## config.mk

```make
export PLATFORM = sky130hd
export DESIGN_NAME = ex_mem_skid
export DESIGN_NICKNAME = d
export VERILOG_FILES = /design/src/rtl/ex_mem_skid.sv
export SDC_FILE = /design/constraint.sdc
export NUM_CORES = 1
export LEC_CHECK = 0
export CORE_MARGIN = 3
export CORE_UTILIZATION = 44
export CTS_CLUSTER_DIAMETER = 40
export CTS_CLUSTER_SIZE = 25
export DETAILED_ROUTE_END_ITERATION = 10
export PLACE_DENSITY = 0.8
export SETUP_SLACK_MARGIN = 0.1
export SYNTH_ARGS = -nofsm -noshare
export SYNTH_HDL_FRONTEND = slang
export SYNTH_SLANG_ARGS = --single-unit
```

## constraint.sdc

```tcl
create_clock -name clk -period 1.4 [get_ports clk]
set_input_delay 0.14 -clock clk [delete_from_list [all_inputs] [get_ports clk]]
set_output_delay 0.14 -clock clk [all_outputs]
set_load 0.02 [all_outputs]
```

## src/rtl/ex_mem_skid.sv

```systemverilog
// EX->MEM pipeline register with an optional skid entry (enable with EX_MEM_SKID_EN).
// Without the macro it is a single-entry register whose in_ready looks through out_ready.
module ex_mem_skid #(
  parameter int DATA_W     = 32,
  parameter int REG_ADDR_W = 5,
  parameter int MEMOP_W    = 4
) (
  input  logic                  clk,
  input  logic                  rst,
  input  logic                  rdy,
  input  logic                  flush,
  input  logic                  in_valid,
  output logic                  in_ready,
  input  logic [DATA_W-1:0]     in_rd_data,
  input  logic [REG_ADDR_W-1:0] in_rd_addr,
  input  logic                  in_rd_enable,
  input  logic [MEMOP_W-1:0]    in_mem_op,
  input  logic [DATA_W-1:0]     in_mem_addr,
  output logic                  out_valid,
  input  logic                  out_ready,
  output logic [DATA_W-1:0]     out_rd_data,
  output logic [REG_ADDR_W-1:0] out_rd_addr,
  output logic                  out_rd_enable,
  output logic [MEMOP_W-1:0]    out_mem_op,
  output logic [DATA_W-1:0]     out_mem_addr,
  output logic [1:0]            count
);

  typedef struct packed {
    logic [DATA_W-1:0]     rd_data;
    logic [REG_ADDR_W-1:0] rd_addr;
    logic                  rd_enable;
    logic [MEMOP_W-1:0]    mem_op;
    logic [DATA_W-1:0]     mem_addr;
  } entry_t;

  // Encoding doubles as the occupancy count.
  typedef enum logic [1:0] {S_EMPTY = 2'd0, S_ONE = 2'd1, S_TWO = 2'd2} state_e;

  state_e state_q, state_d;
  entry_t main_q, main_d;
  entry_t in_ent;
  logic   in_xfer, out_xfer;

`ifdef EX_MEM_SKID_EN
  entry_t skid_q, skid_d;
  assign in_ready = rdy & (state_q != S_TWO);
`else
  assign in_ready = rdy & ((state_q == S_EMPTY) | out_ready);
`endif

  assign out_valid = rdy & (state_q != S_EMPTY);
  assign in_xfer   = in_valid & in_ready;
  assign out_xfer  = out_valid & out_ready;
  assign count     = state_q;

  assign in_ent = '{rd_data:   in_rd_data,
                    rd_addr:   in_rd_addr,
                    rd_enable: in_rd_enable,
                    mem_op:    in_mem_op,
                    mem_addr:  in_mem_addr};

  // rdy=0 needs no explicit hold: both transfer strobes already include rdy.
  always_comb begin
    state_d = state_q;
    main_d  = main_q;
`ifdef EX_MEM_SKID_EN
    skid_d  = skid_q;
`endif
    if (flush) begin
      state_d = S_EMPTY;
    end else begin
      case (state_q)
        S_EMPTY: begin
          if (in_xfer) begin
            state_d = S_ONE;
            main_d  = in_ent;
          end
        end
        S_ONE: begin
`ifdef EX_MEM_SKID_EN
          if (in_xfer && out_xfer) begin
            main_d = in_ent;
          end else if (in_xfer) begin
            state_d = S_TWO;
            skid_d  = in_ent;
          end else if (out_xfer) begin
            state_d = S_EMPTY;
          end
`else
          // in_xfer implies out_xfer here, since in_ready follows out_ready.
          if (in_xfer) begin
            main_d = in_ent;
          end else if (out_xfer) begin
            state_d = S_EMPTY;
          end
`endif
        end
`ifdef EX_MEM_SKID_EN
        S_TWO: begin
          if (out_xfer) begin
            state_d = S_ONE;
            main_d  = skid_q;
          end
        end
`endif
        default: state_d = S_EMPTY;
      endcase
    end
  end

  always_ff @(posedge clk) begin
    if (rst) begin
      state_q <= S_EMPTY;
      main_q  <= '0;
`ifdef EX_MEM_SKID_EN
      skid_q  <= '0;
`endif
    end else begin
      state_q <= state_d;
      main_q  <= main_d;
`ifdef EX_MEM_SKID_EN
      skid_q  <= skid_d;
`endif
    end
  end

  assign out_rd_data   = main_q.rd_data;
  assign out_rd_addr   = main_q.rd_addr;
  assign out_rd_enable = main_q.rd_enable & (main_q.rd_addr != '0);
  assign out_mem_op    = main_q.mem_op;
  assign out_mem_addr  = main_q.mem_addr;

endmodule

```

Word-level counts from Yosys, hierarchy flattened
Cells that the tools add are included.
W data, S select, Z words.

operators by class
  equality and inequality tests = 4
  mux-type cells = 4
  bitwise operators = 7
  reduce and logical (&&, ||, !) cells = 7

operator list
  cell                  number
  $mux W2               3
  $ne A2 B2 Y1 const B  3
  $reduce_and A3 Y1     2
  $and A1 B1 Y1         5
  $reduce_bool A5 Y1    1
  $pmux W2 S2           1
  $reduce_or A2 Y1      2
  $eq A2 B1 Y1 const B  1
  $logic_not A2 Y1      1
  $reduce_bool A2 Y1    1
  $not A1 Y1            1
  $or A1 B1 Y1          1

word-level totals
  register bits after elaboration = 76
  bits of input ports = 80
  output and inout bits = 78
  logic and storage cells = 28

Depth between registers and ports, before layout
Gate-level depths: netlist of the first run.

  depth after elaboration = 6
  gate-level depth with buffers = 6
  depth with buffers taken out = 3

Worst setup path after synthesis of the first run
No wires, ideal clock.

  path type = register to register
  from = reg state_q[0] (netlist: count[0])
  to = reg main_q[36] (netlist name)
  setup time = 0.118 ns
  arrival time = 1.237 ns
  setup slack = 0.045 ns
  stages on the path, launching flop included = 7
  path buffers = 3
  period minus slack after synthesis = 1.355 ns
  cells stage by stage = dfxtp_1 -> nand2b_4 -> and4b_1 -> clkbuf_2 -> buf_6 -> buf_12 -> mux2i_1

between the ends
  cells in the longest elaborated chain, start to end = 5

ends and longest elaborated chain
  what                             RTL line  RTL
  start, declared                  40        state_e state_q, state_d;
  start signal, assigned           120       state_q <= state_d;
  $logic_not A2 Y1                 49, 73
  $or A1 B1 Y1                     49        assign in_ready = rdy & ((state_q == S_EMPTY) | out_ready);
  $and A1 B1 Y1                    49
  $and A1 B1 Y1                    53        assign in_xfer = in_valid & in_ready;
  $reduce_and A3 Y1 (no line) (*)  n/a
  end signal, assigned             121       main_q <= main_d;
  end, declared                    41        entry_t main_q, main_d;

Mark *: on every way between the ends. The rest lies on a longest branch, timed or not.
A chain may end at the register's enable or synchronous reset.

Worst setup path after layout of the first run
  from = reg main_q, in the netlist out_rd_addr[4]
  to = out out_rd_enable

between the ends
  cells in the longest elaborated chain, start to end = 2

ends and longest elaborated chain
  what                RTL line  RTL
  $reduce_bool A5 Y1  130       assign out_rd_enable = main_q.rd_enable & (main_q.rd_addr != '0);
  $and A1 B1 Y1       130
  end, declared       23        output logic out_rd_enable,

Every way passes these cells.

==> run metrics, run 1 <==
TritonCTS clock tree done; HP Start in_mem_addr[5]; drt wl/cell 14.85 um; Post-Syn Area 4001 um2; M2 GR Usage 25.55%; min-delay worst type in2reg; initial core utilization 45.66%; FFs w/ async S/R, synth 0%; Crit. End Element output port; met3 Use GR 6.129%; pin count of the biggest net entering global routing 150; Cells after Synth 406; worst-path maximum fanout 2; Top delay family on crit path simple AND/OR/NAND/NOR gates; commonest cells in the netlist nand2b_1 (148), buf_4 (75), dfxtp_1 (75); Via density 4.554; H-tree depth 3; max cap viols 0; layout cell share with drive strength beyond 1 9.163%; GPL Wtd Cong 0.7257; Synth cell types 17; violations in the final reports setup timing; initial antenna violation count 0; Cell Chain, Critical Path or4_1, o21a_1, buf_2; post-route cell area 5398 um2; Port Buffers 156; Stages on worst setup path 3; top cell type's share of synthesized area 37.52%; startpoint types register; Total Routing Usage GR 15.65%; clk buf depth 2; syn_nets 486; final period utilization 118.4%; Crit path buffers/inverters 1; Critical path origin out_rd_addr[4]$_SDFFE_PP0P_; io pins 158; synthesized area per cell 9.856 um2; Final ANT Viol Nets 0; DP HPWL 5731 um; Peak VDD IR 477.7 uV; fin crit period 1.657 ns; GR Util met1 18.60%; sequential cell area fraction in the yosys report 37.52%; RSZ-0062 raised after global routing yes; core footprint 8763 um2; final net count 577; Pleak 2.297 nW; CP max stage delay 0.51 ns; Hold Violations, Final 0; Vias 2778; full die area 10270 um2; cts bufs inserted 9; worst r2r src count[0]$_SDFFE_PP0P_; reg2reg path depth 6; f_max 603.4 MHz; Worst Skew 0.009795 ns; Setup CP Type reg2out; global-route wire length before repair 12860 um; Post-synth EDFFs 0; Die W 101.4 um; P&R area growth vs syn 34.90%; final WL 9057 um; clk slew on worst S/H paths 0.09 ns; remaining routing DRC violations 0; setup TNS -0.3912 ns; most numerous cell in the Yosys netlist nand2b_1; setup slack after layout -0.2573 ns; Req. time, crit path 1.26 ns; max-slew violations 0; Synth Flop Type dfxtp_1; grt total ovfl 0; GR peak layer met2; Post-Place Worst Slack -0.2764 ns; Placed Instance Area 5051 um2; vias in the first global route 2782; flops & latches, synth 75; Clock Latency Late Sink 0.35 ns; largest area contributor in the netlist dfxtp_1; root buffer cell clkbuf_8; num rows 34; Worst path slowest cell or4_1; Die Height 101.4 um; CP arrival 1.52 ns; synth top area cells dfxtp_1 (38%), nand2b_1 (23%), mux2i_1 (19%); drt pass-1 iters 4; Inserted Diodes 0; Final Setup Violations 4; DRT iter0 DRCs 45; # fillers 779; PwrDens 865.8 nW/um2; Cells on Worst Hold Path 3; status finished, violations left; Ys Warns 0; Clock Sinks 75
## worst paths after layout
check | endpoint | slack (ns)
setup / recovery | out_rd_enable | -0.26
hold / removal | out_mem_addr[5]$_SDFFE_PP0P_ | 0.35
setup reg to reg | out_rd_data[3]$_SDFFE_PP0P_ | -0.01
hold reg to reg | out_mem_addr[6]$_SDFFE_PP0P_ | 0.47
## worst min-delay path, stage by stage
cell	delay, ns
clkdlybuf4s50_1	0.40
nand2b_1	0.06
mux2i_1	0.06
## cells by family after synthesis
group	Yosys count	share of synthesized area, %
AO/OA/AOI/OAI	3	0.5318
flip-flops	75	37.52
AND/OR/NAND/NOR	154	24.36
buffers and inverters	99	18.98
multiplexers	74	18.51
other	1	0.09372
## sequential cells by signal, summed over array words and instances (netlist names)
register and cells:
count 1, out_rd_data 32, main_q 1, out_mem_addr 32, out_rd_addr 5, out_mem_op 4
## cells in the final DEF, fill, tap and decap left out, drive strengths merged, types with 2 or more instances in the layout
| master | synthesis | layout |
|---|---|---|
| nand2b | 149 | 149 |
| clkdlybuf4s50 | 0 | 79 |
| dfxtp | 75 | 75 |
| mux2i | 74 | 74 |
| dlygate4sd2 | 0 | 70 |
| buf | 82 | 21 |
| clkbuf | 17 | 17 |
| clkdlybuf4s15 | 0 | 4 |
| clkinv | 0 | 2 |
| and2 | 2 | 2 |
## repair_timing
action / CTS / global route
endpoints found under the setup margin: 78 / 75
resized for setup: 90 / 13
setup buffers: 1 / 5
hold buffers: 0 / 0
gates cloned: 0 / 7
## area by class of cell
class                           instances  area (um2)  area share (%)
Sequential cell                        75        1503           27.84
Multi-Input combinational cell        232        1750           32.43
Clock buffer                           12       155.1           2.874
Tap cell                              108       135.1           2.503
Timing Repair Buffer                  179        1821           33.73
Clock inverter                          4       33.78          0.6259
## routing by layer
metal / part of all wire, % / vias to the layer above / wire length [um]
li1: - / 1394 / -
met1: 44 / 1263 / 3984
met2: 46 / 107 / 4138
met3: 8.8 / 14 / 799
met4: 1.5 / 0 / 134
met5: 0 / - / 0
## per-stage QoR
step | std cells | power, mW | util (%) | hold WS [ns]
finish | 610 | 4.673 | 61.59 | 0.3518
global route | 610 | 4.879 | 61.59 | 0.3429
CTS | 598 | 4.667 | 58.99 | 0.3321
detailed placement | 581 | 3.102 | 57.64 | 0.4637
global placement | 581 | 3.089 | 57.64 | 0.4573
floorplan | 406 | 2.792 | - | 0.2118
## power by group
part / leakage, nW / total, mW / switching (mW) / internal (mW)
registers: 0.610 / 2.25 / 0.0376 / 2.21
logic: 1.59 / 0.819 / 0.330 / 0.489
clock network: 0.0932 / 1.61 / 0.854 / 0.755
total: 2.30 / 4.67 / 1.22 / 3.45
(Power assumes the default switching activity.)
==> run 2, diff against run 1 <==
CTS_BUF_LIST = sky130_fd_sc_hd__clkbuf_16   (was unset)
==> run 2 against run 1 <==
Compared with the run above: the flow still finishes with violations (setup timing); clock-buffer cell count down 3; wire length down 0.70%; combinational power up 2%.
==> run metrics, run 2 (synthesized netlist as in run 1, its figures left out) <==
status finished, violations left; violations in the final reports setup timing; f_max 610.9 MHz; num rows 34; Total Routing Usage GR 16.06%; setup TNS -0.5035 ns; Crit path buffers/inverters 1; Inserted Diodes 0; Via density 4.602; Final Setup Violations 14; io pins 158; layout cell share with drive strength beyond 1 9.307%; clk slew on worst S/H paths 0.06 ns; Final ANT Viol Nets 0; Worst Skew 0.007268 ns; vias in the first global route 2793; max cap viols 0; Post-Place Worst Slack -0.2764 ns; Die W 101.4 um; TritonCTS clock tree done; storage element area 1503 um2; Cell Chain, Critical Path or4_1, o21a_1, buf_2; full die area 10270 um2; Peak VDD IR 653.8 uV; Finished Layout Cells 613; Worst path slowest cell or4_1; commonest non-fill, non-tap cell in the layout nand2b_1; # fillers 763; worst-path maximum fanout 2; initial antenna violation count 0; max-slew violations 0; CP max stage delay 0.51 ns; PwrDens 939.0 nW/um2; final net count 580; DRT iter0 DRCs 56; grt total ovfl 0; Top delay family on crit path simple AND/OR/NAND/NOR gates; Setup CP Type reg2out; reg2reg path depth 7; RSZ-0062 raised after global routing yes; Clock Latency Late Sink 0.33 ns; core footprint 8763 um2; drt wl/cell 14.67 um; dpl cells 581; Port Buffers 156; Clock Sinks 75; CP arrival 1.50 ns; global-route wire length before repair 13080 um; DP HPWL 5731 um; root buffer cell clkbuf_16; Req. time, crit path 1.26 ns; Cells on Worst Hold Path 3; Hold Violations, Final 0; setup slack after layout -0.2368 ns; H-tree depth 3; final period utilization 116.9%; remaining routing DRC violations 0; initial core utilization 45.66%; cts bufs inserted 9; fin crit period 1.637 ns; drt pass-1 iters 4; startpoint types register; P&R area growth vs syn 38.15%; Core Util, Final 63.08%; most frequent cells in the layout nand2b_1 (148), clkdlybuf4s50_1 (79), dfxtp_1 (74), dlygate4sd2_1 (74), mux2i_1 (73); pin count of the biggest net entering global routing 150; final WL 8994 um; Vias 2821; min-delay worst type in2reg; Die Height 101.4 um; GPL Wtd Cong 0.7257; Crit. End Element output port; area of the multi-input gates 1750 um2; Stages on worst setup path 3; Pleak 2.374 nW; clk buf depth 2
-- run 2: cell count changes in the layout (fill, tap and decap cells not counted), moves of 2 or more --
cell,before,now
clkbuf_16,5,13
clkbuf_8,11,0
clkinv_1,0,2
dlygate4sd2_1,70,74
clkdlybuf4s15_1,4,0
buf_12,4,6
-- run 2: cell type report --
type	count	area share, %
multi-input combinational	232	31.67
timing repair buffer	182	33.82
sequential	75	27.18
tap	108	2.445
clock buffer	9	4.074
clock inverter	7	0.8148
-- run 2: layer usage --
layer  up-vias  GRT usage [%]  routed length, um
li1       1401              -                  -
met1      1296          18.86               3781
met2       114          26.21               4211
met3        10          7.645                905
met4         0          4.601                 95
met5         -              0                  0
-- run 2: path summary, 6_finish.rpt --
kind | startpoint | endpoint | slack, ns
worst max-delay path | out_rd_addr[4]$_SDFFE_PP0P_ | out_rd_enable | -0.24
worst min-delay path | in_rd_data[8] | out_rd_data[8]$_SDFFE_PP0P_ | 0.37
worst max register to register | count[0]$_SDFFE_PP0P_ | out_mem_addr[18]$_SDFFE_PP0P_ | -0.03
worst min register to register | out_mem_addr[5]$_SDFFE_PP0P_ | out_mem_addr[5]$_SDFFE_PP0P_ | 0.47
-- run 2: stage by stage --
step	hold WS, ns	total power, mW	area [um2]
2_1_floorplan	0.2118	2.792	4003
3_3_place_gp	0.4573	3.089	5051
3_5_place_dp	0.4637	3.102	5051
4_1_cts	0.3616	5.195	5275
5_1_grt	0.3732	5.422	5528
6_report	0.3697	5.191	5528
-- run 2: worst reg2reg max path, delay by kind of cell, from the launching register on --
kind / cells / cell delay, ns
muxes: 1 / 0.18
buffers and inverters: 4 / 0.52
and+or+nand+nor: 2 / 0.33
DFF: 1 / 0.33
-- run 2: power by group --
part | switching (mW) | total [mW] | internal [mW]
Sequential | 0.0373 | 2.25 | 2.21
Clock | 0.917 | 2.11 | 1.19
Combinational | 0.333 | 0.833 | 0.500
Total | 1.29 | 5.19 | 3.90
-- run 2: timing repair --
| action | CTS | global route |
|---|---|---|
| pin swaps | 0 | 0 |
| gates cloned | 1 | 6 |
| hold buffers | 0 | 0 |
| buffers inserted | 1 | 8 |
| endpoints found under the setup margin | 78 | 73 |
| gates resized for setup | 86 | 19 |
==> run 3, diff against run 2 <==
CELL_PAD_IN_SITES_DETAIL_PLACEMENT = 1   (was unset)
CELL_PAD_IN_SITES_GLOBAL_PLACEMENT = 2   (was unset)
CORE_UTILIZATION = 26   (was 44)
SLEW_MARGIN = 20   (was unset)
==> run 3 against run 2 <==
Compared with the run above: the flow still finishes with violations (setup timing); combinational power about the same; via count rose by 0.39%; cell count is 12% higher; design area is 1.8% higher; register-to-register slack better by 0.10 ns; global-route usage shrank 4.8 points; setup slack gained 0.0088 ns; first-iteration DRC count up 20%; largest cell class unchanged; non-clock buffer count decreased by 4; largest power group unchanged; sequential cell count unchanged; total power up 2.2%; sequential share of layout area fell by 0.41 points.
==> run metrics, run 3 (synthesized netlist as in run 1, its figures left out) <==
status finished, violations left; violations in the final reports setup timing; CTS hold repair buffers 0; drt wl/cell 15.04 um; H-tree depth 3; Clock Sinks 75; Seq pwr share 42.4%; Worst R2R Setup Slack 0.07 ns; Die W 130.1 um; CP arrival 1.49 ns; worst r2r src count[0]$_SDFFE_PP0P_; final WL 10320 um; Final ANT Viol Nets 0; pin count of the biggest net entering global routing 80; num rows 44; core footprint 14810 um2; WHS Endpoint count[0]$_SDFFE_PP0P_; GPL Wtd Cong 0.6813; Peak VDD IR 487.7 uV; Worst path slowest cell or4_1; CP max stage delay 0.51 ns; full die area 16910 um2; setup slack after layout -0.2280 ns; final period utilization 116.3%; Clock Latency Late Sink 0.33 ns; max cap viols 0; reg2reg path depth 5; initial core utilization 27.02%; Clock Power Share 41.8%; PwrDens 942.4 nW/um2; Req. time, crit path 1.26 ns; DP HPWL 6804 um; Sw Share 23.62%; Placed Instance Area 5161 um2; TritonCTS clock tree done; clk slew on worst S/H paths 0.06 ns; cts bufs inserted 9; Cells on Worst Hold Path 3; Hold Violations, Final 0; Stages on worst setup path 3; startpoint types register; Pleak 2.370 nW; Top delay family on crit path simple AND/OR/NAND/NOR gates; Total Routing Usage GR 11.31%; grt total ovfl 0; post-route cell area 5627 um2; Net Sw Power 1.253 mW; vias in the first global route 3055; layout cell share with drive strength beyond 1 8.184%; Crit. End Element output port; initial antenna violation count 1; global-route wire length before repair 15060 um; Die Height 130.1 um; Port Buffers 156; drt pass-1 iters 4; commonest non-fill, non-tap cell in the layout nand2b_1; io pins 158; Setup CP Type reg2out; f_max 614.3 MHz; fin crit period 1.628 ns; Worst Skew 0.004625 ns; root buffer cell clkbuf_16; final net count 576; P&R area growth vs syn 40.62%; max-slew violations 0; DRT iter0 DRCs 67; Cell Chain, Critical Path or4_1, o21a_1, buf_6; Via density 4.128; RSZ-0062 raised after global routing yes; reg-to-reg critical path endpoint out_mem_addr[23]$_SDFFE_PP0P_; Crit path buffers/inverters 1; Post-Place Worst Slack -0.2837 ns; most frequent cells in the layout nand2b_1 (148), clkdlybuf4s50_1 (78), mux2i_1 (74), dfxtp_1 (73), dlygate4sd2_1 (72); combinational power share 15.8%; Internal 4.050 mW; Final Setup Violations 1; min-delay worst type in2reg; clk buf depth 2; worst-path maximum fanout 2; HP Start rst; remaining routing DRC violations 0; Vias 2832
run 3: cell count changes in the layout (fill, tap and decap cells not counted), moves of 2 or more:
cell,delta
buf_4,+2
buf_6,-7
buf_8,-2
clkbuf_16,+3
clkbuf_2,+2
clkinv_4,-2
dlygate4sd2_1,-2
inv_1,+2
run 3: routing by layer:
layer  global-route usage [%]  wire length, um  vias up
li1                         -                -     1398
met1                    13.46             4579     1326
met2                    18.26             4783       94
met3                    3.889              724       14
met4                    5.440              229        0
met5                        0                0        -
run 3: timing repair:
action,in CTS,in global routing
gates resized for setup,92,9
endpoints found under the hold margin,0,0
endpoints found under the setup margin,92,77
cloned,1,8
setup buffers,0,3
run 3: cell type report:
class | count | area [um2]
Antenna cell | 1 | 2.502
Fill cell | 1689 | 9183
Clock buffer | 9 | 225.2
Timing Repair Buffer | 178 | 1866
Multi-Input combinational cell | 232 | 1744
Clock inverter | 7 | 52.55
Sequential cell | 75 | 1506
Tap cell | 184 | 230.2
run 3: how the worst max path moves through the flow:
stage                                 from                 endpoint  slack, ns
2_1_floorplan        count[0]$_SDFFE_PP0P_  main_q[36]$_SDFFE_PP0P_       0.13
3_3_place_gp   out_rd_addr[4]$_SDFFE_PP0P_            out_rd_enable      -0.28
3_5_place_dp   out_rd_addr[4]$_SDFFE_PP0P_            out_rd_enable      -0.28
4_1_cts        out_rd_addr[4]$_SDFFE_PP0P_            out_rd_enable      -0.24
5_1_grt        out_rd_addr[4]$_SDFFE_PP0P_            out_rd_enable      -0.30
6_report       out_rd_addr[4]$_SDFFE_PP0P_            out_rd_enable      -0.23
run 3: tightest hold or removal path: stages:
cell	delay (ns)
buf_4	0.12
buf_12	0.22
nor3_1	0.08
run 3: power by group through the flow:
stage	clock network (mW)	registers, mW	logic (mW)
2_1_floorplan	0	2.29	0.503
3_3_place_gp	0	2.30	0.813
3_5_place_dp	0	2.30	0.826
4_1_cts	2.32	2.25	0.790
5_1_grt	2.40	2.26	0.906
6_report	2.22	2.25	0.836
run 3: stage by stage:
stage	utilization, %	TNS [ns]	power (mW)	hold WS, ns	instances
2_1_floorplan	-	0	2.792	0.2118	406
3_3_place_gp	34.85	-12.75	3.111	0.4588	657
3_5_place_dp	34.85	-16.42	3.127	0.4673	657
4_1_cts	36.39	-0.2440	5.362	0.2805	674
5_1_grt	37.99	-0.2969	5.569	0.3388	686
6_report	37.99	-0.2280	5.303	0.2702	686
